## src/rtl/ps2_host_tx.sv

```systemverilog
// ps2_host_tx
//   PS/2 host-to-device transmitter. Sends one command byte to the keyboard
//   over the shared open-drain clock/data lines. It requests to send by
//   inhibiting the clock, then presenting the start bit. After that it shifts
//   out d0..d7, odd parity and stop on the device's falling clock edges, and
//   finally checks the device's ack bit.
//
// Ports
//   clk_i         in   system clock (the only clock domain)
//   rst_n_i       in   asynchronous active-low reset
//   req_i         in   start a transfer of data_i (accepted only while busy_o=0)
//   data_i        in   [7:0] byte to send, captured on acceptance
//   busy_o        out  transfer in progress
//   done_o        out  1-cycle pulse: byte sent and acked by the device
//   error_o       out  1-cycle pulse: NACK or timeout
//   ps2_clk_i     in   PS/2 clock line level (asynchronous)
//   ps2_dat_i     in   PS/2 data line level (asynchronous)
//   ps2_clk_oe_o  out  1 = pull PS/2 clock low, 0 = release
//   ps2_dat_oe_o  out  1 = pull PS/2 data low, 0 = release

module ps2_host_tx #(
  parameter int INHIBIT_CYCLES = 5000,
  parameter int TIMEOUT_CYCLES = 1000000
) (
  input  logic       clk_i,
  input  logic       rst_n_i,
  input  logic       req_i,
  input  logic [7:0] data_i,
  output logic       busy_o,
  output logic       done_o,
  output logic       error_o,
  input  logic       ps2_clk_i,
  input  logic       ps2_dat_i,
  output logic       ps2_clk_oe_o,
  output logic       ps2_dat_oe_o
);

  localparam int IW = $clog2(INHIBIT_CYCLES + 1);
  localparam int TW = $clog2(TIMEOUT_CYCLES + 1);

  typedef enum logic [2:0] {
    IDLE,
    INHIBIT,
    REQ,
    SEND,
    ACK,
    WAIT_IDLE
  } state_t;

  state_t state, state_nxt;

  logic          clk_meta, sync_clk, sync_clk_d;
  logic          dat_meta, sync_dat;
  logic          fall;

  logic [9:0]    frame, frame_nxt;
  logic [3:0]    bit_cnt, bit_cnt_nxt;
  logic [IW-1:0] inh_cnt, inh_cnt_nxt;
  logic [TW-1:0] tmo_cnt, tmo_cnt_nxt;
  logic          tmo_hit;

  logic          busy_nxt, done_nxt, error_nxt, clk_oe_nxt, dat_oe_nxt;

  // Synchronisers reset to 1 (the idle line level) so that coming out of
  // reset never looks like a falling clock edge.
  always_ff @(posedge clk_i or negedge rst_n_i) begin
    if (!rst_n_i) begin
      clk_meta   <= 1'b1;
      sync_clk   <= 1'b1;
      sync_clk_d <= 1'b1;
      dat_meta   <= 1'b1;
      sync_dat   <= 1'b1;
    end else begin
      clk_meta   <= ps2_clk_i;
      sync_clk   <= clk_meta;
      sync_clk_d <= sync_clk;
      dat_meta   <= ps2_dat_i;
      sync_dat   <= dat_meta;
    end
  end

  assign fall    = sync_clk_d & ~sync_clk;
  assign tmo_hit = (tmo_cnt == TW'(TIMEOUT_CYCLES - 1));

  // State register together with every registered output and counter.
  always_ff @(posedge clk_i or negedge rst_n_i) begin
    if (!rst_n_i) begin
      state        <= IDLE;
      frame        <= '0;
      bit_cnt      <= '0;
      inh_cnt      <= '0;
      tmo_cnt      <= '0;
      busy_o       <= 1'b0;
      done_o       <= 1'b0;
      error_o      <= 1'b0;
      ps2_clk_oe_o <= 1'b0;
      ps2_dat_oe_o <= 1'b0;
    end else begin
      state        <= state_nxt;
      frame        <= frame_nxt;
      bit_cnt      <= bit_cnt_nxt;
      inh_cnt      <= inh_cnt_nxt;
      tmo_cnt      <= tmo_cnt_nxt;
      busy_o       <= busy_nxt;
      done_o       <= done_nxt;
      error_o      <= error_nxt;
      ps2_clk_oe_o <= clk_oe_nxt;
      ps2_dat_oe_o <= dat_oe_nxt;
    end
  end

  // Next-state and next-output logic. Falls seen in INHIBIT/REQ are ignored
  // because those states never look at 'fall'.
  always_comb begin
    state_nxt   = state;
    frame_nxt   = frame;
    bit_cnt_nxt = bit_cnt;
    inh_cnt_nxt = inh_cnt;
    tmo_cnt_nxt = tmo_cnt;
    busy_nxt    = busy_o;
    done_nxt    = 1'b0;
    error_nxt   = 1'b0;
    clk_oe_nxt  = ps2_clk_oe_o;
    dat_oe_nxt  = ps2_dat_oe_o;

    case (state)
      IDLE: begin
        clk_oe_nxt = 1'b0;
        dat_oe_nxt = 1'b0;
        busy_nxt   = 1'b0;
        if (req_i && !busy_o) begin
          // Frame is shifted out LSB first: d0..d7, odd parity, stop.
          frame_nxt   = {1'b1, ~^data_i, data_i};
          inh_cnt_nxt = '0;
          busy_nxt    = 1'b1;
          clk_oe_nxt  = 1'b1;
          state_nxt   = INHIBIT;
        end
      end

      INHIBIT: begin
        clk_oe_nxt = 1'b1;
        if (inh_cnt == IW'(INHIBIT_CYCLES - 1)) begin
          dat_oe_nxt = 1'b1;
          state_nxt  = REQ;
        end else begin
          inh_cnt_nxt = inh_cnt + IW'(1);
        end
      end

      REQ: begin
        // Release the clock with data held low: this is the start bit.
        clk_oe_nxt  = 1'b0;
        dat_oe_nxt  = 1'b1;
        bit_cnt_nxt = '0;
        tmo_cnt_nxt = '0;
        state_nxt   = SEND;
      end

      SEND: begin
        if (fall) begin
          dat_oe_nxt  = ~frame[bit_cnt];
          tmo_cnt_nxt = '0;
          bit_cnt_nxt = bit_cnt + 4'd1;
          if (bit_cnt == 4'd9) begin
            state_nxt = ACK;
          end
        end else if (tmo_hit) begin
          clk_oe_nxt = 1'b0;
          dat_oe_nxt = 1'b0;
          error_nxt  = 1'b1;
          busy_nxt   = 1'b0;
          state_nxt  = IDLE;
        end else begin
          tmo_cnt_nxt = tmo_cnt + TW'(1);
        end
      end

      ACK: begin
        if (fall) begin
          tmo_cnt_nxt = '0;
          if (!sync_dat) begin
            state_nxt = WAIT_IDLE;
          end else begin
            error_nxt = 1'b1;
            busy_nxt  = 1'b0;
            state_nxt = IDLE;
          end
        end else if (tmo_hit) begin
          clk_oe_nxt = 1'b0;
          dat_oe_nxt = 1'b0;
          error_nxt  = 1'b1;
          busy_nxt   = 1'b0;
          state_nxt  = IDLE;
        end else begin
          tmo_cnt_nxt = tmo_cnt + TW'(1);
        end
      end

      WAIT_IDLE: begin
        // The device must let both lines float high before we call it done.
        if (sync_clk && sync_dat) begin
          done_nxt  = 1'b1;
          busy_nxt  = 1'b0;
          state_nxt = IDLE;
        end else if (tmo_hit) begin
          clk_oe_nxt = 1'b0;
          dat_oe_nxt = 1'b0;
          error_nxt  = 1'b1;
          busy_nxt   = 1'b0;
          state_nxt  = IDLE;
        end else begin
          tmo_cnt_nxt = tmo_cnt + TW'(1);
        end
      end

      default: begin
        clk_oe_nxt = 1'b0;
        dat_oe_nxt = 1'b0;
        busy_nxt   = 1'b0;
        state_nxt  = IDLE;
      end
    endcase
  end

endmodule

```

## config.mk

```make
export PLATFORM = sky130hd
export DESIGN_NAME = ps2_host_tx
export DESIGN_NICKNAME = d
export VERILOG_FILES = /design/src/rtl/ps2_host_tx.sv
export SDC_FILE = /design/constraint.sdc
export NUM_CORES = 1
export LEC_CHECK = 0
export CAP_MARGIN = 25
export CORE_ASPECT_RATIO = 0.6
export CORE_MARGIN = 5
export CORE_UTILIZATION = 45
export CTS_CLUSTER_SIZE = 24
export DETAILED_ROUTE_END_ITERATION = 10
export PLACE_DENSITY = 0.71
export REMOVE_ABC_BUFFERS = 1
export SLEW_MARGIN = 25
export SYNTH_ARGS = -nofsm -noshare
export SYNTH_HDL_FRONTEND = slang
export SYNTH_SLANG_ARGS = --single-unit
```

## constraint.sdc

```tcl
create_clock -name clk_i -period 5.7 [get_ports clk_i]
set_input_delay 1.14 -clock clk_i [delete_from_list [all_inputs] [get_ports clk_i]]
set_output_delay 1.14 -clock clk_i [all_outputs]
set_load 0.01 [all_outputs]
```

; Word-level counts from Yosys, hierarchy flattened
; Index checks and enable logic that the tools add are counted.
[totals]
out_inout_bits = 5
latch_bits = 0
ram_bits = 0
reg_bits = 60
romBits = 0
inputBits = 13
n_memories = 0
wordCells = 104
[classes]
mul = 0
n_reduce_logical = 18
n_lt_le_gt_ge = 1
add_sub_neg = 3
muxes = 45
shift = 0
n_eq_ne = 18
n_div = 0
bitwise = 4
[ops]
columns = operator, count
row1 = $mux W20, 3
row2 = $pmux W20 S3, 1
row3 = $mux W13, 2
row4 = $pmux W13 S2, 1
row5 = $mux W3, 8
row6 = $mux W1, 22
row7 = $add A20 B1 Y20 const B, 1
row8 = $eq A20 B20 Y1 const B, 1
row9 = $pmux W3 S6, 1
row10 = $ne A2 B2 Y1 const B, 8
row11 = $add A13 B1 Y13 const B, 1
row12 = $eq A13 B13 Y1 const B, 1
row13 = $reduce_and A3 Y1, 4
row14 = $pmux W1 S5, 2
row15 = $pmux W4 S2, 1
row16 = $reduce_and A2 Y1, 4
row17 = $reduce_xnor A8 Y1, 1
row18 = $eq A3 B2 Y1 const B, 2
row19 = $eq A3 B3 Y1 const B, 2
row20 = $ne A3 B3 Y1 const B, 2
row21 = $lt A4 B5 Y1 const B, 1
row22 = $add A4 B1 Y4 const B, 1
row23 = $bmux W1 S4, 1
row24 = $eq A4 B4 Y1 const B, 1
row25 = other kinds (12), 17

; Logic depth before layout (Yosys ltp)
; Gate-level depths: netlist of the first run.
[logic_depth]
word_depth = 5
ltp_mapped = 7
depth_no_buf = 7

; Worst setup path before layout of the first run
; Ideal clock, no wire load.
[synth_path]
kind = input -> register
from = in req_i
to = reg inh_cnt[11]
setup_time_ps = 132
setup_slack_ps = 3451
path_buffers = 1
arrival_time_ps = 2117
stages = 6
required_ps = 5568
path_cell_list = nor2b_1 -> a21boi_4 -> buf_6 -> nor4_2 -> xnor2_1 -> nor2_1
[synth_between]
elab_chain_len = 3
[synth_lines]
columns = item, line
row1 = from (decl), 27  ; input logic req_i,
row2 = $logic_and A1 B1 Y1, 131  ; if (req_i && !busy_o) begin
row3 = $ne A2 B2 Y1 (no source line), -
row4 = $reduce_and A3 Y1 (no source line), -
row5 = to (signal assigned), 102  ; inh_cnt <= inh_cnt_nxt;
row6 = to (decl), 58  ; logic [IW-1:0] inh_cnt, inh_cnt_nxt;
; No other way between the ends.
; A chain may end at the register's enable or synchronous reset.

; Worst setup path after layout of the first run
[layout_path]
from = in req_i
to = reg inh_cnt[7]
; The elaborated chain is that of the path after synthesis.

==> results of run 1 <==
-- through the flow --
stage               area, um2  hold WS [ns]  setup WS (ns)
floorplan                3260         0.345           3.41
global placement         3570         0.347           2.73
detailed placement       3570         0.348           2.72
CTS                      3890         0.355           3.06
global route             3890         0.360           2.96
finish                   3890         0.355           3.03
-- state kept, by name, indices dropped and copies added, names as in the netlist --
| register | count |
|---|---|
| bit_cnt | 4 |
| busy_o | 1 |
| clk_meta | 1 |
| dat_meta | 1 |
| done_o | 1 |
| error_o | 1 |
| frame | 10 |
| inh_cnt | 13 |
| ps2_clk_oe_o | 1 |
| ps2_dat_oe_o | 1 |
| state | 3 |
| sync_clk | 1 |
| sync_clk_d | 1 |
| sync_dat | 1 |
| tmo_cnt | 20 |
-- cell usage in the layout, fill, tap and decap left out, types with 8 or more instances in the layout --
master / n
nand3_1: 15
xnor2_1: 20
nor2_1: 31
dfrtp_1: 55
a21oi_1: 18
nand4_1: 10
clkbuf_16: 9
inv_1: 8
nand2_1: 51
clkdlybuf4s50_1: 16
nor3_1: 9
mux2i_1: 8
o21ai_0: 23
-- cell families (layout without fill, tap and decap cells) --
| family | after synthesis | count (layout) |
|---|---|---|
| AND/OR/NAND/NOR | 167 | 167 |
| adder cells (fa/ha/maj) | 4 | 4 |
| multiplexers | 9 | 9 |
| buffers and inverters | 25 | 42 |
| AO/OA/AOI/OAI | 79 | 79 |
| flip-flops | 60 | 60 |
| XOR/XNOR | 23 | 23 |
-- report_power, final --
group	internal, W	total (W)	leakage, nW	switching (W)
clock	0.000392	0.000580	0.159	0.000189
combinational	0.000262	0.000618	0.679	0.000356
sequential	0.000544	0.000689	0.776	0.000145
-- area by class of cell --
class                           count  area [um2]
Clock buffer                       11         243
Clock inverter                      5        75.1
Fill cell                         656        3350
Inverter                            8        30.0
Multi-Input combinational cell    282        1730
Sequential cell                    60        1510
Tap cell                          104         130
Timing Repair Buffer               18         173
-- final timing paths --
path,startpoint,to,slack (ns),cells past startpoint
worst min-delay path,dat_meta,sync_dat,0.35,0
worst max register to register,tmo_cnt[7],ps2_clk_oe_o,3.28,5
min in group asynchronous,rst_n_i,frame[2],0.96,2
worst min register to register,dat_meta,sync_dat,0.35,0
worst max-delay path,req_i,inh_cnt[7],3.03,6
max in group asynchronous,rst_n_i,tmo_cnt[5],4.25,2
-- routing by layer --
layer / up-vias / track usage, % / wire length, um / part of all wire, %
met2: 72 / 22.5 / 3070 / 41
met4: 0 / 5.26 / 85 / 1.1
li1: 1348 / - / - / -
met3: 14 / 5.07 / 355 / 4.8
met1: 1323 / 25.2 / 3940 / 53
met5: - / 0 / 0 / 0
==> results.md, run 1 <==
- Status: completed
- Initial antenna violation count: 0
- # setup viols final: 0
- CP Launch Type: input pin
- P per Cell Area: a little under 500 mW/mm2
- CP cell instances: clkdlybuf4s50_1, nor2b_1, a21boi_4, nor3_2, a31oi_1, a41o_1
- WL final: 7.44 mm
- Max-slew headroom: between 40% and 50%
- Async SR Flop Fraction: 100%
- CP required: 5.92 ns
- Peak supply drop: between 0.15 and 0.2 mV
- Synth Cell Area: 0.00334 mm2
- Post-CTS Hold Buffers: 0
- Post-synthesis mux area share: 2.74%
- Drt pass-1 iters: 4
- Crit path kind: in -> reg
- Final core utilization: roughly 54%
- Yosys reg bits: 60
- Die extent in x: 121 um
- Critical Path AT: 2.89 ns
- Global route overflow: 0
- Post-placement cell count: approximately 470
- Clk sinks: 60
- Via count: about 2.8k
- Most frequent cell after synthesis: dfrtp_1
- Root Driver: clkbuf_16
- Seq/Total Area, Yosys: ~45%
- Period utilization: 46.8%
- Nets: just under 400
- Synth top area share: 41.2%
- Drt initial violations: ~240
- Max-Cap Viols: 0
- Routed Antenna Nets: 0
- GPL Wtd Cong: approximately 0.86
- Total clock buffers created by CTS: 9
- Proportion of layout cells with a drive suffix above 1: between 7 and 8%
- XOR/XNOR Fraction of Synth Area: under 10%
- Simple-Gate Fraction of Synth Area: 26.1%
- Synth Area in Compound Gates: 15.3%
- Post-detail-place hpwl: around 5.2 mm
- Final Hold Fails: 0
- Setup tns final: 0 ns
- CTS tree: done
- Wirelength per Cell: roughly 15 um
- Syn Inst Count: between 300 and 400
- Worst min-delay path class: reg -> reg
- DR vias/cell: approximately 5.6
- FMAX: ~0.37 GHz
- Area growth, synth to finish: 16.5%
- CTS Buffer Depth: 2
- Delay of the slowest critical-path stage: 0.48 ns
- Slowest-stage cell, CP: clkdlybuf4s50_1
- Shortest period the worst path allows: approximately 2.7 ns
- Die Area: a little over 0.009 mm2
- Worst skew pair latency: 0.33 ns
- Top post-synthesis cells by area: dfrtp_1 41%, nand2_1 5.7%, xnor2_1 5.2%
- Post-synth top cells: 55 x dfrtp_1, 51 x nand2_1, 31 x nor2_1, 23 x o21ai_0, 20 x xnor2_1
- Ant diodes: 0
- Synth Area per Inst: ~9.1 um2
- First-pass GRT wire length: about 12 mm
- Worst-path clk slew: roughly 0.05 ns
- PortBufs: 17
- Top FF cell, synth: dfrtp_1
- Synth warn: 0
- Total track usage: 16.7%
- Largest net degree at the start of global routing: between 60 and 70
- Starting density of the core: a little under half
- Pwr Total: approximately 0.0019 W
- Critical path buffer and inverter count: 1
- EDFF count, synth: 0
- # IOs: 18
- RSZ-0062 raised after global routing: false
- Largest family of logic cells by synthesized area: simple AND/OR/NAND/NOR gates
- Post-synthesis adder-cell area fraction: about 1.5%
- Drt drc: 0
- Synth area leader: dfrtp_1
- Crit-path leading delay family: simple AND/OR/NAND/NOR gates
- Slew Viols, Final: 0
- Leak pwr: between 1.5 and 2 nW
- Number of global-route vias before repair: roughly 2.5k
- CTS resizes: 0
- Finished Layout Cells: 488
- Die height: 76.7 um
- Core ar.: between 0.007 and 0.008 mm2
- Unique masters post-synth: 56
- Worst Setup End Kind: flop
- Worst-Margin Slew: between 0.8 and 0.9 ns
- Postcts setup bufs: 0
- Crit-path max FO: 13
- H-tree levels: 3
- Final clock skew: approximately 0.0064 ns
- Row count: 24
Power figures use the tool's default switching activity.
==> run 2, diff against run 1 <==
PLACE_DENSITY = 0.73   (was 0.71)
clock period = 2.4 ns   (was 5.7 ns; I/O delays follow)
==> results.md, run 2 (synthesis gave the netlist of run 1 again) <==
- CP required: about 2.6 ns
- CP cell instances: nor4b_1, nand4_1, o211ai_1, or3_1, o311ai_0
- Biggest register: tmo_cnt
- Number of global-route vias before repair: between 2k and 3k
- Leak pwr: 1.66 nW
- Proportion of layout cells with a drive suffix above 1: between 10% and 20%
- Total track usage: approximately 18%
- FMAX: roughly 0.47 GHz
- CTS resizes: 0
- FF-to-FF End: tmo_cnt[11]
- Initial antenna violation count: 0
- FF-to-FF Start: tmo_cnt[7]
- Global route overflow: 0
- H-tree levels: 3
- Wirelength per Cell: ~15 um
- First-pass GRT wire length: 13.1 mm
- Peak supply drop: 0.453 mV
- RSZ-0062 raised after global routing: false
- Max-slew headroom: between 50 and 60%
- # IOs: 18
- Delay of the slowest critical-path stage: 0.56 ns
- Worst min-delay path class: in -> async
- Period utilization: between 80% and 90%
- PortBufs: 17
- Post-detail-place hpwl: between 5 and 6 mm
- Final Hold Fails: 0
- Slew Viols, Final: 0
- Max FFs per register: 20
- Shortest period the worst path allows: 2.12 ns
- Crit-path max FO: 10
- Critical Path AT: about 2.3 ns
- Area growth, synth to finish: 18.4%
- Largest net degree at the start of global routing: between 60 and 70
- Placed Area: ~0.0037 mm2
- CP Launch Type: flop
- CTS tree: done
- Reg2Reg Setup Slack: 0.28 ns
- Starting density of the core: about 46%
- Setup tns final: 0 ns
- Root Driver: clkbuf_16
- Worst-Margin Slew: between 0.6 and 0.7 ns
- Core ar.: roughly 0.0072 mm2
- Die extent in x: 121 um
- Die height: approximately 77 um
- Routed Antenna Nets: 0
- Row count: 24
- P per Cell Area: 1100 mW/mm2
- Ant diodes: 0
- Clk sinks: 60
- WHS: approximately 0.15 ns
- Setup WS post-layout: between 0.2 and 0.3 ns
- Drt drc: 0
- Nets: 410
- Reg2Reg Depth: 5
- Post-layout instance area: approximately 0.004 mm2
- Drt pass-1 iters: 4
- Final core utilization: 54.6%
- DP Worst Slack: between 0.2 and 0.25 ns
- Slowest-stage cell, CP: o211ai_1
- Post-CTS Hold Buffers: 0
- Top Registers: tmo_cnt (20), inh_cnt (13), frame (10)
- Worst-path clk slew: around 0.05 ns
- Drt initial violations: a little under 300
- # setup viols final: 0
- Crit-path leading delay family: simple AND/OR/NAND/NOR gates
- Die Area: 0.00930 mm2
- DR vias/cell: 5.58
- GPL Wtd Cong: 0.859
- Status: completed
- Worst skew pair latency: between 0.3 and 0.4 ns
- Crit path kind: reg -> reg
- Commonest non-fill, non-tap cell in the layout: dfrtp_1
- Via count: between 2k and 3k
- Critical path buffer and inverter count: 0
- Max-Cap Viols: 0
- Final clock skew: between 0.007 and 0.008 ns
- Postcts setup bufs: 0
- CTS Buffer Depth: 2
- Worst Setup End Kind: flop
- Total clock buffers created by CTS: 9
- WL final: ~7.5 mm
- Most frequent cells in the layout: 55 x dfrtp_1, 51 x nand2_1, 31 x nor2_1
-- run 2: cell count changes in the layout (fill, tap and decap cells not counted), sizes merged --
| cell | previous run | this run |
|---|---|---|
| buf | 2 | 16 |
| bufinv | 2 | 0 |
| clkinv | 3 | 4 |
| clkinvlp | 0 | 1 |
-- run 2: report_power, final --
part / switching (W) / total, W / internal, W
registers: 0.000265 / 0.00156 / 0.00129
clock network: 0.000436 / 0.00115 / 0.000717
logic: 0.000935 / 0.00164 / 0.000706
total: 0.00164 / 0.00435 / 0.00272
-- run 2: cell type report --
type / instances / area [um2]
fill: 635 / 3280
multi-input combinational: 282 / 1730
sequential: 60 / 1510
timing repair buffer: 32 / 290
clock buffer: 11 / 243
tap: 104 / 130
inverter: 8 / 30.0
clock inverter: 5 / 27.5
-- run 2: how the worst max path moves through the flow --
| stage | slack, ns | start | depth (start not counted) | to |
|---|---|---|---|---|
| 2_1_floorplan | 0.43 | state[2] | 5 | tmo_cnt[4] |
| 3_3_place_gp | 0.23 | req_i | 6 | inh_cnt[7] |
| 3_5_place_dp | 0.20 | req_i | 6 | inh_cnt[7] |
| 4_1_cts | 0.31 | tmo_cnt[7] | 5 | tmo_cnt[11] |
| 5_1_grt | 0.11 | tmo_cnt[7] | 5 | tmo_cnt[15] |
| 6_report | 0.28 | tmo_cnt[7] | 5 | tmo_cnt[11] |
-- run 2: per-layer routing --
layer / global-route usage, % / vias to the layer above / part of all wire (%)
met5: 0 / - / 0
met4: 5.26 / 0 / 1.3
met3: 4.93 / 10 / 5.3
met2: 23.4 / 64 / 41
met1: 27.1 / 1349 / 53
li1: - / 1379 / -
-- run 2: through the flow --
step / std cells / power, W
2_1_floorplan: 350 / 0.00263
5_1_grt: 502 / 0.00467
3_5_place_dp: 486 / 0.00319
3_3_place_gp: 486 / 0.00314
4_1_cts: 502 / 0.00437
6_report: 502 / 0.00435
==> run 3, diff against run 2 <==
CTS_CLUSTER_DIAMETER = 100   (was unset)
==> results of run 3 <==
The final DEF is identical to that of run 2; final timing and power are the same.
